**src/rtl/envelope_follower.sv**
```systemverilog
// Envelope follower: rectifies a signed sample stream, smooths it with shift-coded
// attack/release steps, and derives a hysteretic gate with a hold-off counter.
module envelope_follower #(
  parameter int DATA_BITS = 12
) (
  input  logic                 clk,
  input  logic                 rst,
  input  logic [DATA_BITS-1:0] sample_in,
  input  logic                 sample_valid,
  input  logic [3:0]           a,
  input  logic [3:0]           r,
  input  logic [7:0]           on_thresh,
  input  logic [7:0]           off_thresh,
  input  logic [7:0]           hold,
  output logic [7:0]           amplitude,
  output logic                 amplitude_valid,
  output logic                 gate
);

  typedef enum logic [1:0] {
    ST_CLOSED = 2'd0,
    ST_OPEN   = 2'd1,
    ST_HOLD   = 2'd2
  } gate_state_t;

  localparam logic [DATA_BITS-1:0] MAG_MAX = {1'b0, {(DATA_BITS-1){1'b1}}};

  // Stage 1: rectification
  logic [DATA_BITS-1:0] abs_full;
  logic [DATA_BITS-2:0] mag;
  logic [7:0]           target_in;

  logic                 s1_valid;
  logic [7:0]           target;

  // Stage 2: envelope step and gate FSM
  logic [7:0]           diff;
  logic [7:0]           step;
  logic [7:0]           env_next;

  gate_state_t          state;
  gate_state_t          state_next;
  logic [7:0]           hcnt;
  logic [7:0]           hcnt_next;

  // The most negative code has no positive counterpart, so it saturates.
  assign abs_full  = sample_in[DATA_BITS-1] ? (~sample_in + 1'b1) : sample_in;
  assign mag       = (abs_full > MAG_MAX) ? MAG_MAX[DATA_BITS-2:0]
                                          : abs_full[DATA_BITS-2:0];
  assign target_in = 8'(mag >> (DATA_BITS - 9));

  // NOTE: sequential state is written with non-blocking assignments so every
  // register samples pre-edge values, independent of block ordering.
  always_ff @(posedge clk or negedge rst) begin
    if (!rst) begin
      s1_valid <= 1'b0;
      target   <= 8'd0;
    end else begin
      s1_valid <= sample_valid;
      if (sample_valid) begin
        target <= target_in;
      end
    end
  end

  // NOTE: every always_comb output gets a default first, so no path can
  // leave a variable unassigned and infer a latch.
  always_comb begin
    diff     = 8'd0;
    step     = 8'd0;
    env_next = amplitude;
    if (target > amplitude) begin
      diff = target - amplitude;
      step = diff >> a;
      if (step == 8'd0) begin
        step = 8'd1;
      end
      env_next = amplitude + step;
    end else if (target < amplitude) begin
      diff = amplitude - target;
      step = diff >> r;
      if (step == 8'd0) begin
        step = 8'd1;
      end
      env_next = amplitude - step;
    end
  end

  // Transitions use the freshly computed envelope, not the registered one.
  always_comb begin
    state_next = state;
    hcnt_next  = hcnt;
    if (s1_valid) begin
      unique case (state)
        ST_CLOSED: begin
          if (env_next >= on_thresh) begin
            state_next = ST_OPEN;
          end
        end
        ST_OPEN: begin
          if (env_next < off_thresh) begin
            if (hold != 8'd0) begin
              state_next = ST_HOLD;
              hcnt_next  = hold;
            end else begin
              state_next = ST_CLOSED;
            end
          end
        end
        ST_HOLD: begin
          if (env_next >= on_thresh) begin
            state_next = ST_OPEN;
          end else if (hcnt == 8'd1) begin
            state_next = ST_CLOSED;
            hcnt_next  = 8'd0;
          end else begin
            hcnt_next = hcnt - 8'd1;
          end
        end
        default: begin
          state_next = ST_CLOSED;
          hcnt_next  = 8'd0;
        end
      endcase
    end
  end

  always_ff @(posedge clk or negedge rst) begin
    if (!rst) begin
      amplitude       <= 8'd0;
      amplitude_valid <= 1'b0;
      state           <= ST_CLOSED;
      hcnt            <= 8'd0;
    end else begin
      amplitude_valid <= s1_valid;
      state           <= state_next;
      hcnt            <= hcnt_next;
      if (s1_valid) begin
        amplitude <= env_next;
      end
    end
  end

  assign gate = (state != ST_CLOSED);

endmodule

```
**config.mk**
```make
export PLATFORM = sky130hd
export DESIGN_NAME = envelope_follower
export DESIGN_NICKNAME = d
export VERILOG_FILES = /design/src/rtl/envelope_follower.sv
export SDC_FILE = /design/constraint.sdc
export NUM_CORES = 1
export LEC_CHECK = 0
export BUFFER_PORTS_ARGS = -buffer_cell sky130_fd_sc_hd__clkbuf_2
export CORE_UTILIZATION = 46
export DETAILED_ROUTE_END_ITERATION = 16
export PLACE_DENSITY = 0.69
export SLEW_MARGIN = 20
export SYNTH_ARGS = -nofsm -noshare
export SYNTH_HDL_FRONTEND = slang
export SYNTH_SLANG_ARGS = --single-unit
```
**constraint.sdc**
```tcl
create_clock -name clk -period 6.25 [get_ports clk]
set_clock_uncertainty 0.1 [all_clocks]
set_input_delay 0.625 -clock clk [delete_from_list [all_inputs] [get_ports clk]]
set_output_delay 0.625 -clock clk [all_outputs]
set_load 0.01 [all_outputs]
```
After elaboration in Yosys (flattened, before gate mapping)
Cells that the tools add are included.
W data, S select, Z words.
Word-level totals
  flip-flop bits (word level): 28
  input port bits: 47
  output and inout port bits: 10
  logic and storage cells: 56
Cells by class
  add/subtract/negate cells: 6
  magnitude comparators: 5
  equal/unequal tests: 8
  shifts and indexed selects: 2
  muxes and demuxes: 20
  bitwise operators: 2
  reductions and logical operators: 7
Operators with widths (number)
  $mux W8: 11
  $pmux W8 S3: 1
  $sub A8 B8 Y8: 3
  $logic_not A8 Y1: 2
  $lt A8 B8 Y1: 2
  $shr A8 B4 Y8: 2
  $add A12 B1 Y12 const B: 1
  $gt A12 B11 Y1 const B: 1
  $mux W12: 1
  $not A12 Y12: 1
  $mux W11: 1
  $mux W2: 5
  $add A8 B8 Y8: 1
  $eq A8 B1 Y1 const B: 1
  $ge A8 B8 Y1: 1
  $gt A8 B8 Y1: 1
  $ne A2 B2 Y1 const B: 4
  $reduce_bool A8 Y1: 1
  $sub A8 B1 Y8 const B: 1
  $pmux W2 S3: 1
  $reduce_and A5 Y1: 1
  $reduce_and A4 Y1: 1
  $ne A3 B3 Y1 const B: 1
  $eq A2 B1 Y1 const B: 1
  4 further kinds: 4

Depth between registers and ports, before layout
Gate-level depths: netlist of the first run.
  depth in word-level cells: 12
  gate-level depth with buffers: 31
  depth with buffers taken out: 30

Worst setup path before layout of the first run
Ideal clock, no wire load.
  kind: flip-flop to flip-flop
  start point: register amplitude[1]
  end point: register hcnt[6]
  arrival: 5649 ps
  required time: 6025 ps
  slack: 376 ps
  stages on the path, launching flop included: 27
  buffers on the path: 1
  period minus slack after synthesis: 5874 ps
  cells stage by stage: dfrtp_1 > inv_1 > ha_1 > nand2b_1 > a211oi_2 > a311oi_4 > xnor2_1 > mux2i_1 > or3b_2 > o221ai_1 > o41ai_1 > ha_1 > a21o_1 > a21oi_1 > o21ai_0 > o41ai_1 > nor4_1 > or3_4 > o21ai_0 > xnor2_1 > ha_1 > or3_1 > o22a_1 > a211o_1 > buf_2 > o21ai_0 > o21ai_1
On the way
  longest elaborated chain between the ends: 12
  elaborated cells on any way between the ends: 22
RTL lines
  start, declared: RTL line 15  | output logic [7:0] amplitude,
  start signal, assigned: RTL line 139  | amplitude <= env_next;
  $sub A8 B8 Y8: RTL line 80  | diff = amplitude - target;
  $shr A8 B4 Y8: RTL line 81  | step = diff >> r;
  $logic_not A8 Y1: RTL line 82  | if (step == 8'd0) begin
  $mux W8: RTL line 82
  $mux W8: RTL line 79  | end else if (target < amplitude) begin
  $mux W8: RTL line 72  | if (target > amplitude) begin
  $sub A8 B8 Y8: RTL line 85  | env_next = amplitude - step;
  $mux W8: RTL line 79
  $mux W8 *: RTL line 72
  via env_next[7]: RTL line 39  | logic [7:0] env_next;
  $lt A8 B8 Y1 or $ge A8 B8 Y1 (tied branches): RTL line 101, 111
  $ne A2 B2 Y1 (no source line)
  $reduce_and A5 Y1 (no source line) *
  end signal, assigned: RTL line 137  | hcnt <= hcnt_next;
  end, declared: RTL line 43  | logic [7:0] hcnt;
Mark *: on every way through the listed nets, which the timed path passes. The rest lies on a longest branch. The select of a mux whose other input is x is not followed.
A chain may end at the register's enable or synchronous reset.

Final worst setup path of the first run
  start point: register amplitude[0]
  end point: register hcnt[7]
The elaborated chain is that of the path after synthesis.

==> impl_results.md, run 1 <==
* Clock Power Share at between 4 and 5%
* Post-synthesis adder-cell area fraction at around 18%
* Finished Cell Area at about 5200 um2
* Commonest cells after routing, fill and taps aside: buf_4, clkbuf_2, inv_1
* Pins over their slew limit at 0
* Commonest non-fill, non-tap cell in the layout: buf_4
* Yosys reg bits at 28
* Detailed Route Iter0 Violations at 157
* Number of enable flip-flop cells after synthesis at 0
* Cell area power density at about 660 nW/um2
* Filler instances at 771
* IO Pins at 57
* Syn Nets at 621
* TritonCTS clock tree: done
* Port Buf Inserts at 56
* Global-route wire length before repair at roughly 18 mm
* Seq pwr share at under 10%
* Vias at between 4000 and 5000
* DIE AREA at 9290 um2
* Nets at 723
* Final Hold Fails at 0
* Syn. warnings at 0
* Routed Antenna Nets at 0
* Clock buffer depth at 2
* Share of cells above drive strength 1 at a little under a third
* CP arrival at slightly above 6000 ps
* Root Buffer: clkbuf_8
* Startpoint types: flip-flop
* Chip width at slightly below 100 um
* Chip height at 96.4 um
* Synth Area in Compound Gates at 25.7%
* CP max-delay cell: dfrtp_1
* Area contributors post-synth: dfrtp_1, ha_1, inv_1
* Main combinational cell family by area after synthesis: compound AO/OA/AOI/OAI gates
* Starting Density at between 40% and 50%
* Pin count of the biggest net entering global routing at 29
* Row cnt at 34
* WP data required at approximately 6300 ps
* Slew HR at about two fifths
* Synth cell types at between 70 and 80
* Max_cap viols at 0
* Synth Flop Type: dfrtp_1
* Proportion of synthesized area in mux cells at about 5.6%
* Max VDD drop at roughly 0.00024 V
* Min Tclk post-route at just over 6000 ps
* Syn-to-layout area delta at 27.0%
* DR vias/cell at just under 6
* Power, Total at between 3000 and 4000 uW
* Avg WL per Cell at ~16 um
* Internal power at around 1800 uW
* Static leakage at approximately 0.0025 uW
* # DRC at 0
* CP Capture Type: flip-flop
* Post-synthesis cell area at 4100 um2
* Asr flop ratio synth at 100%
* Clock latency at the later pin of the worst-skew pair at between 200 and 300 ps
* Seq/Total Area, Yosys at 17.1%
* Grt total ovfl at 0
* Sw Ratio at approximately half
* Crit Path Max Fanout at 8
* Avg Inst Size Synth at between 7 and 8 um2
* CP Class: reg2reg
* CTS Buf Count at 3
* Comb pwr share at about 87%
* Antenna diodes at 0
* Maximum achievable frequency at between 150 and 200 MHz
* Gate Count Post-Synth at just over 500
* Initial antenna violation count at 0
* DR pass1 iterations at 6
* Total GRT Usage at between 20% and 30%
* CORE AREA at about 8700 um2
* Fin crit share at between 90% and 100%
* Slowest stage delay, CP at between 400 and 500 ps
* Status: finished, final reports clean
* GP Congestion at roughly 1
* Setup violators final at 0
* Top-area cell type share of the netlist area at around 17%
* Total number of clock tree sinks at 28
* Sw Pwr at approximately 1700 uW
* Final WL at ~12 mm
* Worst-path clk slew at about 100 ps
* DP Area at approximately 4800 um2
* Worst-Margin Slew at just under 900 ps
* Dominant cell type by area after synthesis: dfrtp_1
* Hold Crit Class: in2async
* Post-DP HPWL at about 9.3 mm
* Vias in the first global route at ~4000
* Simple-Gate Fraction of Synth Area at between 10% and 20%
* H-Tree Depth at 1
* XOR/XNOR share of the synthesized area at between 6 and 7%
-- stage by stage --
stage | hold slack [ps] | setup slack (ps) | std cells | TNS [ps] | utilization, %
final | 287 | 193 | 728 | 0 | 60.0
after global placement | 416 | -64.8 | 718 | -351 | 55.5
after global routing | 348 | -69.5 | 728 | -384 | 60.0
after floorplan | 229 | 376 | 519 | 0 | -
after detailed placement | 425 | -144 | 718 | -953 | 55.5
after CTS | 312 | 1.82 | 722 | 0 | 56.5
-- per-layer routing --
layer	GRT usage (%)	up-vias	wire length, um
li1	-	2062	-
met3	2.21	27	438
met2	45.2	120	5890
met1	32.5	2004	5200
met4	8.82	0	313
met5	0	-	0
-- registers in the layout, summed over array words and instances, names as in the netlist --
register	count
s1_valid	1
hcnt	8
amplitude_valid	1
target	8
state	2
amplitude	8
-- path summary, 6_finish.rpt --
kind                               from        end  slack (ps)  cells past startpoint
max                        amplitude[0]    hcnt[7]         190                     31
min                                 rst  target[1]         290                      1
max reg2reg                amplitude[0]    hcnt[7]         190                     31
min reg2reg                    state[1]   state[1]         450                      2
max in group asynchronous           rst  target[1]        5250                      1
min in group clk               state[1]   state[1]         450                      2
-- repair_timing --
item                                    CTS  global route
endpoints found under the setup margin    9            10
pin swaps                                 1            24
gates cloned                              0             0
setup buffers                             0             6
resized for setup                         7            58
hold buffers                              0             0
-- synthesized netlist by cell type, types with 7 or more instances --
cell type	n
a21o_1	10
a21oi_1	38
a31oi_1	7
clkbuf_1	10
dfrtp_1	28
ha_1	51
inv_1	51
mux2i_1	8
nand2_1	45
nor2_1	45
nor2b_1	7
nor3_1	8
o21ai_0	33
or3_1	10
xnor2_1	19
xor2_1	13
-- logic make-up (layout without fill, tap and decap cells) --
family                   after synthesis  count (layout)
buffers and inverters                 71             172
AND/OR/NAND/NOR                      159             159
adder cells (fa/ha/maj)               55              55
XOR/XNOR                              32              32
multiplexers                          17              17
flip-flops                            28              28
AO/OA/AOI/OAI                        157             157
-- power groups by stage --
stage,clock (uW),combinational [uW],sequential (uW)
3_5_place_dp,0,2620,297
5_1_grt,157,3280,306
2_1_floorplan,0,1730,321
6_report,147,2980,299
4_1_cts,150,2670,294
3_3_place_gp,0,2540,295
-- worst max-delay path: cells and delay by family (launching register included) --
kind / cells / cell delay, ps
AO/OA/AOI/OAI: 16 / 3080
adder cells (fa/ha/maj): 4 / 950
buffers and inverters: 6 / 690
flip-flops: 1 / 440
AND/OR/NAND/NOR: 3 / 280
multiplexers: 1 / 240
XOR/XNOR: 1 / 180
-- cell type report --
class / instances / area [um2] / share of cell area (%)
clock inverter: 1 / 30.0 / 0.577
inverter: 51 / 191 / 3.68
clock buffer: 3 / 41.3 / 0.793
multi-input combinational: 420 / 3350 / 64.4
sequential: 28 / 702 / 13.5
timing repair buffer: 117 / 751 / 14.4
tap: 108 / 135 / 2.60
(Power assumes the default switching activity.)
==> inputs of run 2 (changes only) <==
Clock period 6.25 ns to 6.9 ns, I/O delays scaled along.
==> run 2 against run 1 <==
Hold slack improved by 78 ps. Utilization decreased by 7.7 points. Largest power group unchanged. Sequential power decreased by 6%. Clock power decreased by 30%.
==> impl_results.md, run 2 (synthesized netlist as in run 1, its figures left out) <==
* Status: finished, final reports clean
* Post-DP HPWL at around 8.6 mm
* Worst flop-to-flop path startpoint: amplitude[0]
* Avg WL per Cell at ~16 um
* Maximum achievable frequency at approximately 150 MHz
* Final Util at a little over half
* Max_cap viols at 0
* R2R cell count at 30
* Syn-to-layout area delta at 10.8%
* IO Pins at between 50 and 60
* CP max-delay cell: mux4_2
* Slew HR at a little under half
* Setup_tns at 0 ps
* Max VDD drop at ~0.00021 V
* Commonest non-fill, non-tap cell in the layout: clkbuf_2
* Pre-CTS setup slack at ~120 ps
* Clock latency at the later pin of the worst-skew pair at roughly 270 ps
* Root Buffer: clkbuf_8
* Crit Path Max Fanout at 10
* Starting Density at between 40% and 50%
* Final WS setup at 422 ps
* Grt total ovfl at 0
* DR pass1 iterations at 6
* Static leakage at 0.00214 uW
* Antenna diodes at 0
* Detailed Route Iter0 Violations at a little under 200
* # DRC at 0
* CP arrival at between 6000 and 7000 ps
* Commonest cells after routing, fill and taps aside: clkbuf_2, inv_1, ha_1
* Routed Antenna Nets at 0
* Total GRT Usage at 23.8%
* Fin crit share at between 90% and 100%
* CP Class: reg2reg
* Unrepaired setup endpoints after global routing: false
* H-Tree Depth at 1
* Final Hold Fails at 0
* Setup violators final at 0
* Startpoint types: flip-flop
* Chip height at 96.4 um
* Worst-path clk slew at approximately 100 ps
* CP Launch Point: amplitude[0]
* Pin count of the biggest net entering global routing at 29
* CTS Buf Count at 3
* Power, Total at between 2000 and 3000 uW
* WP data required at 7000 ps
* Global-route wire length before repair at around 17 mm
* Clock buffer depth at 2
* Row cnt at 34
* TritonCTS clock tree: done
* Reg-to-reg critical path endpoint: hcnt[0]
* Initial antenna violation count at 0
* Nets at approximately 670
* Vias at between 4000 and 5000
* Share of cells above drive strength 1 at between 10% and 20%
* FF-to-FF setup slack at about 420 ps
* Vias in the first global route at between 3000 and 4000
* Cell area power density at between 500 and 600 nW/um2
* Total number of clock tree sinks at 28
* Final WL at 10.6 mm
* Hold Crit Class: in2async
* Pins over their slew limit at 0
* Crit-path most repeated cell: a21oi_1
* Slowest stage delay, CP at 480 ps
* Biggest regs: amplitude (8), hcnt (8), target (8)
* Worst-Margin Slew at roughly 800 ps
* GP Congestion at just over 0.9
* Port Buf Inserts at 56
* DIE AREA at slightly above 9000 um2
* CORE AREA at 8680 um2
* Min Tclk post-route at around 6500 ps
* CP Capture Type: flip-flop
* DR vias/cell at between 5 and 6
* Hold Slack at 365 ps
* Chip width at between 90 and 100 um
[run 2: cell count changes in the layout (fill, tap and decap cells not counted), sizes merged]
cell / before / now
buf: 61 / 9
bufinv: 1 / 0
clkbuf: 59 / 60
[run 2: worst max-delay path by stage]
| stage | end | slack (ps) | cells after the start |
|---|---|---|---|
| final | hcnt[0] | 420 | 30 |
| after global routing | hcnt[3] | 10 | 28 |
| after CTS | hcnt[3] | 90 | 26 |
| after detailed placement | hcnt[3] | 120 | 26 |
| after global placement | hcnt[3] | 350 | 26 |
| after floorplan | hcnt[6] | 1030 | 26 |
[run 2: cell type report]
| cell class | instances | area [um2] |
|---|---|---|
| repair buffers | 65 | 348 |
| multi-input cells | 420 | 3110 |
| flip-flops and latches | 28 | 701 |
| well taps | 108 | 135 |
| fillers | 861 | 4140 |
| inverters | 51 | 191 |
| clock buffers | 4 | 55.1 |
[run 2: power breakdown]
part           switching (uW)  internal [uW]
logic                    1200            915
registers                62.2            219
clock network            52.0           51.1
[run 2: worst max-delay path, delay by kind of cell (launching register included)]
kind	cells	cell delay, ps
adder cells (fa/ha/maj)	5	1410
AND/OR/NAND/NOR	4	520
XOR/XNOR	1	150
multiplexers	2	720
flip-flops	1	460
AO/OA/AOI/OAI	15	2720
buffers and inverters	3	300
[run 2: metrics by stage]
step | instance area [um2] | std cells
after floorplan | 4100 | 519
after CTS | 4490 | 673
after global placement | 4430 | 669
after global routing | 4540 | 676
final | 4540 | 676
after detailed placement | 4430 | 669
[run 2: metal layers]
metal | wire length [um] | vias up | global-route usage [%] | share of wire (%)
li1 | - | 1956 | - | -
met1 | 4900 | 1902 | 30.8 | 46
met2 | 5070 | 126 | 42.4 | 48
met3 | 506 | 17 | 2.05 | 4.8
met4 | 169 | 0 | 5.88 | 1.6
met5 | 0 | - | 0 | 0
[run 2: repair_timing]
action | 4_1_cts | 5_1_grt
gates resized for setup | 0 | 6
endpoints found under the hold margin | 0 | 0
setup buffers | 0 | 3
endpoints found under the setup margin | 0 | 10
hold buffers | 0 | 0
